`src/rtl/spi_bus_switch_pkg.sv`:
```
// Shared types and helpers for the N-master SPI bus switch.
package spi_bus_switch_pkg;

    // Switch FSM states: connected, waiting for the current master to finish, forced idle gap.
    typedef enum logic [1:0] {
        StConn  = 2'd0,
        StDrain = 2'd1,
        StGuard = 2'd2
    } state_e;

    // Width of a counter that must be able to hold the value max_count.
    function automatic int unsigned cnt_width(input int unsigned max_count);
        return $clog2(max_count + 1);
    endfunction

endpackage

```
`src/rtl/spi_lane_mux.sv`:
```
// N-way selector for the card-side cs/sclk/mosi lanes with a force-idle override,
// plus miso fan-out back to the selected master only.
module spi_lane_mux #(
    parameter int unsigned N_MASTERS = 2,
    parameter int unsigned SELW      = $clog2(N_MASTERS),
    parameter logic        SCLK_IDLE = 1'b0
) (
    input  logic [SELW-1:0]      sel_i,
    input  logic                 force_idle_i,
    input  logic [N_MASTERS-1:0] cs_i,
    input  logic [N_MASTERS-1:0] sclk_i,
    input  logic [N_MASTERS-1:0] mosi_i,
    output logic [N_MASTERS-1:0] miso_o,
    output logic                 cs_o,
    output logic                 sclk_o,
    output logic                 mosi_o,
    input  logic                 miso_i
);

    // Route the selected master to the card, or hold the bus idle; unselected masters read miso=1.
    always_comb begin
        cs_o   = 1'b1;
        sclk_o = SCLK_IDLE;
        mosi_o = 1'b1;
        miso_o = '1;
        if (!force_idle_i) begin
            for (int unsigned i = 0; i < N_MASTERS; i++) begin
                if (sel_i == SELW'(i)) begin
                    cs_o      = cs_i[i];
                    sclk_o    = sclk_i[i];
                    mosi_o    = mosi_i[i];
                    miso_o[i] = miso_i;
                end
            end
        end
    end

endmodule

```
`src/rtl/spi_bus_switch.sv`:
```
// N-master SPI bus switch: hands one shared card bus between masters with a
// drain-then-guard sequence so no master ever sees a partial transaction.
// Optional drain timeout enabled by defining SPI_BUS_SWITCH_TIMEOUT_EN.
module spi_bus_switch
    import spi_bus_switch_pkg::*;
#(
    parameter int unsigned N_MASTERS     = 2,
    parameter int unsigned SELW          = $clog2(N_MASTERS),
    parameter int unsigned GUARD_CYCLES  = 8,
    parameter logic        SCLK_IDLE     = 1'b0,
    parameter int unsigned DRAIN_TIMEOUT = 1024
) (
    input  logic                 clk,
    input  logic                 rst,
    input  logic [N_MASTERS-1:0] cs_i,
    input  logic [N_MASTERS-1:0] sclk_i,
    input  logic [N_MASTERS-1:0] mosi_i,
    output logic [N_MASTERS-1:0] miso_o,
    output logic                 cs_o,
    output logic                 sclk_o,
    output logic                 mosi_o,
    input  logic                 miso_i,
    input  logic [SELW-1:0]      sel_i,
    input  logic                 sel_valid_i,
    output logic [SELW-1:0]      active_sel_o,
    output logic                 busy_o,
    output logic                 done_o,
    output logic                 err_o,
    output logic                 timeout_o
);

    localparam int unsigned   GCW       = cnt_width(GUARD_CYCLES);
    localparam logic [GCW-1:0] GuardLast = GCW'(GUARD_CYCLES - 1);

    state_e          state_q;
    logic [SELW-1:0] active_q;
    logic [SELW-1:0] target_q;
    logic            busy_q;
    logic            done_q;
    logic            err_q;
    logic [GCW-1:0]  guard_cnt_q;
    logic            force_idle;

`ifdef SPI_BUS_SWITCH_TIMEOUT_EN
    localparam int unsigned   DCW       = cnt_width(DRAIN_TIMEOUT);
    localparam logic [DCW-1:0] DrainLast = DCW'(DRAIN_TIMEOUT - 1);

    logic [DCW-1:0] drain_cnt_q;
    logic           timeout_q;
`endif

    // Reset forces the bus idle combinationally, before any clock edge arrives.
    assign force_idle = rst | (state_q == StGuard);

    spi_lane_mux #(
        .N_MASTERS (N_MASTERS),
        .SELW      (SELW),
        .SCLK_IDLE (SCLK_IDLE)
    ) u_lane_mux (
        .sel_i        (active_q),
        .force_idle_i (force_idle),
        .cs_i         (cs_i),
        .sclk_i       (sclk_i),
        .mosi_i       (mosi_i),
        .miso_o       (miso_o),
        .cs_o         (cs_o),
        .sclk_o       (sclk_o),
        .mosi_o       (mosi_o),
        .miso_i       (miso_i)
    );

    // Switch FSM with guard/drain counters and registered status pulses.
    always_ff @(posedge clk) begin
        if (rst) begin
            state_q     <= StConn;
            active_q    <= '0;
            target_q    <= '0;
            busy_q      <= 1'b0;
            done_q      <= 1'b0;
            err_q       <= 1'b0;
            guard_cnt_q <= '0;
`ifdef SPI_BUS_SWITCH_TIMEOUT_EN
            drain_cnt_q <= '0;
            timeout_q   <= 1'b0;
`endif
        end else begin
            done_q <= 1'b0;
            err_q  <= 1'b0;
`ifdef SPI_BUS_SWITCH_TIMEOUT_EN
            timeout_q <= 1'b0;
`endif
            unique case (state_q)
                StConn: begin
                    if (sel_valid_i && !busy_q) begin
                        if (32'(sel_i) >= N_MASTERS) begin
                            err_q <= 1'b1;
                        end else if (sel_i == active_q) begin
                            done_q <= 1'b1;
                        end else begin
                            target_q <= sel_i;
                            busy_q   <= 1'b1;
                            state_q  <= StDrain;
`ifdef SPI_BUS_SWITCH_TIMEOUT_EN
                            drain_cnt_q <= '0;
`endif
                        end
                    end
                end
                StDrain: begin
                    // Current master releasing cs marks the end of its transaction.
                    if (cs_i[active_q]) begin
                        state_q     <= StGuard;
                        guard_cnt_q <= '0;
`ifdef SPI_BUS_SWITCH_TIMEOUT_EN
                    end else if (drain_cnt_q == DrainLast) begin
                        state_q     <= StGuard;
                        guard_cnt_q <= '0;
                        timeout_q   <= 1'b1;
                    end else begin
                        drain_cnt_q <= drain_cnt_q + 1'b1;
`endif
                    end
                end
                StGuard: begin
                    if (guard_cnt_q == GuardLast) begin
                        state_q  <= StConn;
                        active_q <= target_q;
                        busy_q   <= 1'b0;
                        done_q   <= 1'b1;
                    end else begin
                        guard_cnt_q <= guard_cnt_q + 1'b1;
                    end
                end
                default: begin
                    state_q <= StConn;
                    busy_q  <= 1'b0;
                end
            endcase
        end
    end

    assign active_sel_o = active_q;
    assign busy_o       = busy_q;
    assign done_o       = done_q;
    assign err_o        = err_q;

`ifdef SPI_BUS_SWITCH_TIMEOUT_EN
    assign timeout_o = timeout_q;
`else
    // Without the timeout feature the drain limit has no effect.
    logic unused_drain_timeout;
    assign unused_drain_timeout = ^DRAIN_TIMEOUT;
    assign timeout_o = 1'b0;
`endif

endmodule

```
`config.mk`:
```
export PLATFORM = sky130hd
export DESIGN_NAME = spi_bus_switch
export DESIGN_NICKNAME = d
export VERILOG_FILES = /design/src/rtl/spi_bus_switch_pkg.sv /design/src/rtl/spi_lane_mux.sv /design/src/rtl/spi_bus_switch.sv
export SDC_FILE = /design/constraint.sdc
export NUM_CORES = 1
export LEC_CHECK = 0
export CAP_MARGIN = 5
export CORE_UTILIZATION = 39
export CTS_CLUSTER_DIAMETER = 30
export CTS_CLUSTER_SIZE = 16
export DETAILED_ROUTE_END_ITERATION = 10
export PLACE_DENSITY = 0.81
export SLEW_MARGIN = 20
export SYNTH_ARGS = -nofsm -noshare
export SYNTH_HDL_FRONTEND = slang
export SYNTH_SLANG_ARGS = --single-unit
```
`constraint.sdc`:
```
create_clock -name clk -period 1.5 [get_ports clk]
set_clock_uncertainty 0.15 [all_clocks]
set_input_delay 0.45 -clock clk [delete_from_list [all_inputs] [get_ports clk]]
set_output_delay 0.45 -clock clk [all_outputs]
set_load 0.02 [all_outputs]
```
Word level (Yosys, flattened, before mapping)
Index checks and enable logic that the tools add are counted.
W data, S select, Z words.
{"block": "totals", "ff_bits": 10, "output_inout_bits": 10}
{"block": "classes", "muxes": 26, "n_eq_ne": 9, "add_sub_neg": 1, "n_lt_le_gt_ge": 1, "reduce_logical": 9, "bitwise_logic": 3}
{"operator": "$mux W1", "count": 15}
{"operator": "$mux W2", "count": 5}
{"operator": "$mux W4", "count": 2}
{"operator": "$ne A2 B2 Y1 const B", "count": 4}
{"operator": "$pmux W4 S2", "count": 1}
{"operator": "$reduce_and A4 Y1", "count": 2}
{"operator": "$pmux W2 S3", "count": 1}
{"operator": "$reduce_and A3 Y1", "count": 2}
{"operator": "$add A4 B1 Y4 const B", "count": 1}
{"operator": "$eq A4 B3 Y1 const B", "count": 1}
{"operator": "$pmux W1 S3", "count": 1}
{"operator": "$eq A2 B1 Y1 const B", "count": 1}
{"operator": "$eq A2 B2 Y1 const B", "count": 1}
{"operator": "$logic_not A2 Y1", "count": 1}
{"operator": "$lt A1 B2 Y1 const B", "count": 1}
{"operator": "$ne A2 B1 Y1 const B", "count": 1}
{"operator": "$not A1 Y1", "count": 2}
{"operator": "$pmux W1 S2", "count": 1}
{"operator": "$reduce_and A2 Y1", "count": 1}
{"operator": "$reduce_bool A2 Y1", "count": 1}
{"operator": "$eq A1 B1 Y1", "count": 1}
{"operator": "$logic_and A1 B1 Y1", "count": 1}
{"operator": "$logic_not A1 Y1", "count": 1}
{"operator": "$or A1 B1 Y1", "count": 1}

Depth between registers and ports, before layout
{"block": "logic_depth", "word_depth": 4, "mapped_depth": 4}

Hierarchy
Synthesis repeated with hierarchy kept, for this count alone.
{"block": "unflattened", "cells_unflattened": 66, "hier_area_um2": 576.8}
{"mod": "spi_bus_switch", "area_per_inst_um2": 518.0, "n_inst": 1, "seq_area_each_um2": 200.2, "cells_per_inst": 57}
{"mod": "spi_lane_mux", "area_per_inst_um2": 58.8, "n_inst": 1, "seq_area_each_um2": 0.0, "cells_per_inst": 9}

Worst setup path after synthesis
OpenSTA, ideal clock, no wires.
{"block": "synth_timing", "kind": "reg2out", "start": "register active_q, in the netlist active_sel_o", "end": "output port cs_o", "stages_incl_launch_ff": 4, "arrival_time_ns": 1.165, "required_ns": 0.900, "n_path_buf": 1, "setup_slack_ns": -0.265, "cell_sequence": "dfxtp_1 -> buf_6 -> mux2i_1 -> nand2_1"}
{"block": "synth_via", "elab_chain_len": 2}
{"item": "from (decl)", "line_no": "spi_bus_switch.sv:36", "text": "logic [SELW-1:0] active_q;"}
{"item": "from (signal assigned)", "line_no": "spi_bus_switch.sv:127", "text": "active_q <= target_q;"}
{"item": "$mux W1", "line_no": "spi_lane_mux.sv:28", "text": "if (sel_i == SELW'(i)) begin"}
{"item": "$mux W1", "line_no": "spi_lane_mux.sv:26", "text": "if (!force_idle_i) begin"}
{"item": "to (decl)", "line_no": "spi_bus_switch.sv:19", "text": "output logic cs_o,"}
Every way passes these cells.

Worst setup path in the final report
{"block": "layout_timing", "start": "register state_q[1]", "end": "output port miso_o[0]"}
{"block": "layout_via", "elab_chain_len": 3}
{"item": "from (decl)", "line_no": "spi_bus_switch.sv:35", "text": "state_e state_q;"}
{"item": "from (signal assigned)", "line_no": "spi_bus_switch.sv:75", "text": "state_q <= StConn;"}
{"item": "from (signal assigned)", "line_no": "spi_bus_switch.sv:102", "text": "state_q <= StDrain;"}
{"item": "from (signal assigned)", "line_no": "spi_bus_switch.sv:112", "text": "state_q <= StGuard;"}
{"item": "$eq A2 B2 Y1", "line_no": "spi_bus_switch.sv:53", "text": "assign force_idle = rst | (state_q == StGuard);"}
{"item": "$or A1 B1 Y1", "line_no": "spi_bus_switch.sv:53"}
{"item": "$mux W2", "line_no": "spi_lane_mux.sv:26"}
{"item": "to (decl)", "line_no": "spi_bus_switch.sv:18", "text": "output logic [N_MASTERS-1:0] miso_o,"}
Every way passes these cells.

==> qor.yml <==
final_layout:
  area_growth_pct: 73.0
  fin_nets: 118
  drive_above_1_share_pct: 51.0
  final_cell_mix: "buf_4 (14), buf_6 (13), dfxtp_1 (7)"
  antenna_cells: 0
  final_common_cell: "buf_4"
  stdcell_area_um2: 1050
drt:
  wirelength_mm: 1.84
  first_pass_iters: 4
  num_vias: 654
  wl_per_cell_um: 15.5
  antenna_left: 0
  drc_errors: 0
  drt_iter0_markers: 6
  drt-vias-per-instance: 5.50
synthesis:
  synth-seq-cells: 10
  postSynthCellCount: 68
  yosys.cell_types.count: 39
  syn_area_per_cell_um2: 8.94
  synth_ff_type: "dfxtp_1"
  ys.warnings.count: 0
  seq_area_frac_synth_pct: 32.9
  synth_area_um2: 608
  synthArstFlopShare_pct: 0
  synth_edf_count: 0
power:
  leakage_uw: 0.000434
  vdd_drop_max_mv: 0.453
  p_per_area_nw_per_um2: 621
  p_sw_share_pct: 28.2
  power.internal_uw: 469
  switching_power_uw: 185
  comb_power_share_pct: 28.6
  p_clk_share_pct: 27.0
  p_seq_share_pct: 44.4
critical_path:
  crit_cells: 3
  path_max_fanout: 3
  cp_num_buf_inv: 1
  cp_slowest_cell: "or4_4"
  arrival_ns: 1.26
  criticalPathCategory: "register to output port"
  rr_worst_depth: 5
  worst_path_largest_cell_delay_ns: 0.41
  worstPathRequired_ns: 0.90
  cp-start-kind: "register"
  crit_family: "simple AND/OR/NAND/NOR gates"
  crit_chain: "nor2b_4 > or4_4 > buf_6"
  cp-end-kind: "output port"
clock_tree:
  cts_tree: "done"
  clockRootBuffer: "clkbuf_4"
  clkSlewWorstSetupHoldPaths_ns: 0.06
  hold_buffers: 0
  clkLatencyLatePin_ns: 0.26
  cts_num_sinks: 10
  cts-buffers-inserted: 3
  clock_path_buffers: 2
  htree_levels: 1
sta:
  finalWorstSetupSlack_ns: -0.362
  finalHoldViolCount: 0
  setup_viol: 6
  period_minus_slack_ns: 1.86
  slew_violations: 0
  worst_hold_slack_ns: 0.366
  fin_crit_sh_pct: 124
  grt_setup_unrepaired: "yes"
  timing.fmax_ghz: 0.537
status:
  violations: "setup timing"
  status: "finished with violations"
die:
  fp.dieH_um: 41.5
  start_util_pct: 44.0
  fp-row-count: 13
  core_area_um2: 1380
  die_w_um: 41.5
  die_area_um2: 1720
  pin_count: 21
place:
  preCtsSetupSlack_ns: -1.05
  routabilityCongestion: 0.800
  hpwl_mm: 1.16
  placed_area_um2: 898
  io_buffers: 18
worst_hold_path:
  min_path_cells: 2
  hold_path_class: "register to register"
global_route:
  antenna_found_initial: 0
  gr-total-overflow: 0
  grt_pass1_wl_mm: 2.57
  grtUsageTotal_pct: 19.2
  grt_max_degree: 14
  first_global_vias: 586
flow_run:
  maxCapViolations: 0
cell usage after synthesis, drive strengths merged (2+ instances only):
library cell,count,area (um^2)
buf,5,38.8
a31o,2,17.5
nand2,3,11.3
clkbuf,2,7.51
mux2i,3,30.0
nor4b,2,17.5
or4,2,15.0
nand2b,3,18.8
o21ai,2,10.0
a211oi,2,20.0
nand3b,2,15.0
nor3,2,10.0
dfxtp,10,200
a21oi,4,20.0
inv,2,7.51
nor2,2,7.51
worst paths after layout:
| check | start | end | slack (ns) |
|---|---|---|---|
| worst min-delay path | target_q | active_sel_o | 0.37 |
| worst max-delay path | state_q[1] | miso_o[0] | -0.36 |
| worst max register to register | active_sel_o | guard_cnt_q[1] | 0.02 |
| worst min register to register | target_q | active_sel_o | 0.37 |
state kept, by name (all words and copies together) (netlist names):
register and cells:
active_sel_o 1, busy_o 1, done_o 1, guard_cnt_q 4, state_q 2, target_q 1
per-stage QoR:
stage / util [%] / power [uW] / std cells / TNS (ns)
detailed placement: 65.0 / 464 / 110 / -7.91
CTS: 69.8 / 646 / 116 / -1.62
global placement: 65.0 / 461 / 110 / -7.74
finish: 76.1 / 654 / 119 / -1.74
global route: 76.1 / 693 / 119 / -2.04
floorplan: - / 384 / 69 / -0.375
power groups by stage:
| stage | Combinational [uW] | Sequential (uW) | Clock [uW] |
|---|---|---|---|
| 6_report | 187 | 290 | 176 |
| 5_1_grt | 201 | 291 | 202 |
| 4_1_cts | 172 | 286 | 188 |
| 3_5_place_dp | 171 | 293 | 0 |
| 3_3_place_gp | 168 | 293 | 0 |
| 2_1_floorplan | 85.8 | 298 | 0 |
metal layers:
metal | GRT usage, % | vias to the layer above | wire length [um]
met3 | 5.22 | 4 | 53
met2 | 31.9 | 15 | 994
met1 | 22.3 | 312 | 757
li1 | - | 323 | -
met5 | 0 | - | 0
met4 | 10.3 | 0 | 38
final cells by class:
| cell class | instances | area (um^2) |
|---|---|---|
| clock buffers | 3 | 22.5 |
| flip-flops and latches | 10 | 206 |
| fillers | 103 | 330 |
| well taps | 15 | 18.8 |
| repair buffers | 39 | 353 |
| multi-input cells | 50 | 444 |
| inverters | 2 | 7.51 |
worst register-to-register path: cells and delay by family (launching register included):
kind	cells	cell delay, ns
flip-flops	1	0.36
multiplexers	1	0.19
AO/OA/AOI/OAI	2	0.41
buffers and inverters	2	0.27
cell families after synthesis:
family / synth area share [%]
flops: 32.9
fa+ha+maj: 2.06
compound gates: 23.0
mux: 4.94
xor+xnor: 1.44
other cells: 0.617
buf+inv: 8.85
simple gates: 26.1
timing repair:
| item | 4_1_cts | 5_1_grt |
|---|---|---|
| pin swaps | 5 | 1 |
| setup buffers | 4 | 4 |
| resized for setup | 55 | 21 |
| setup endpoints to repair | 12 | 14 |
(Power assumes the default switching activity.)
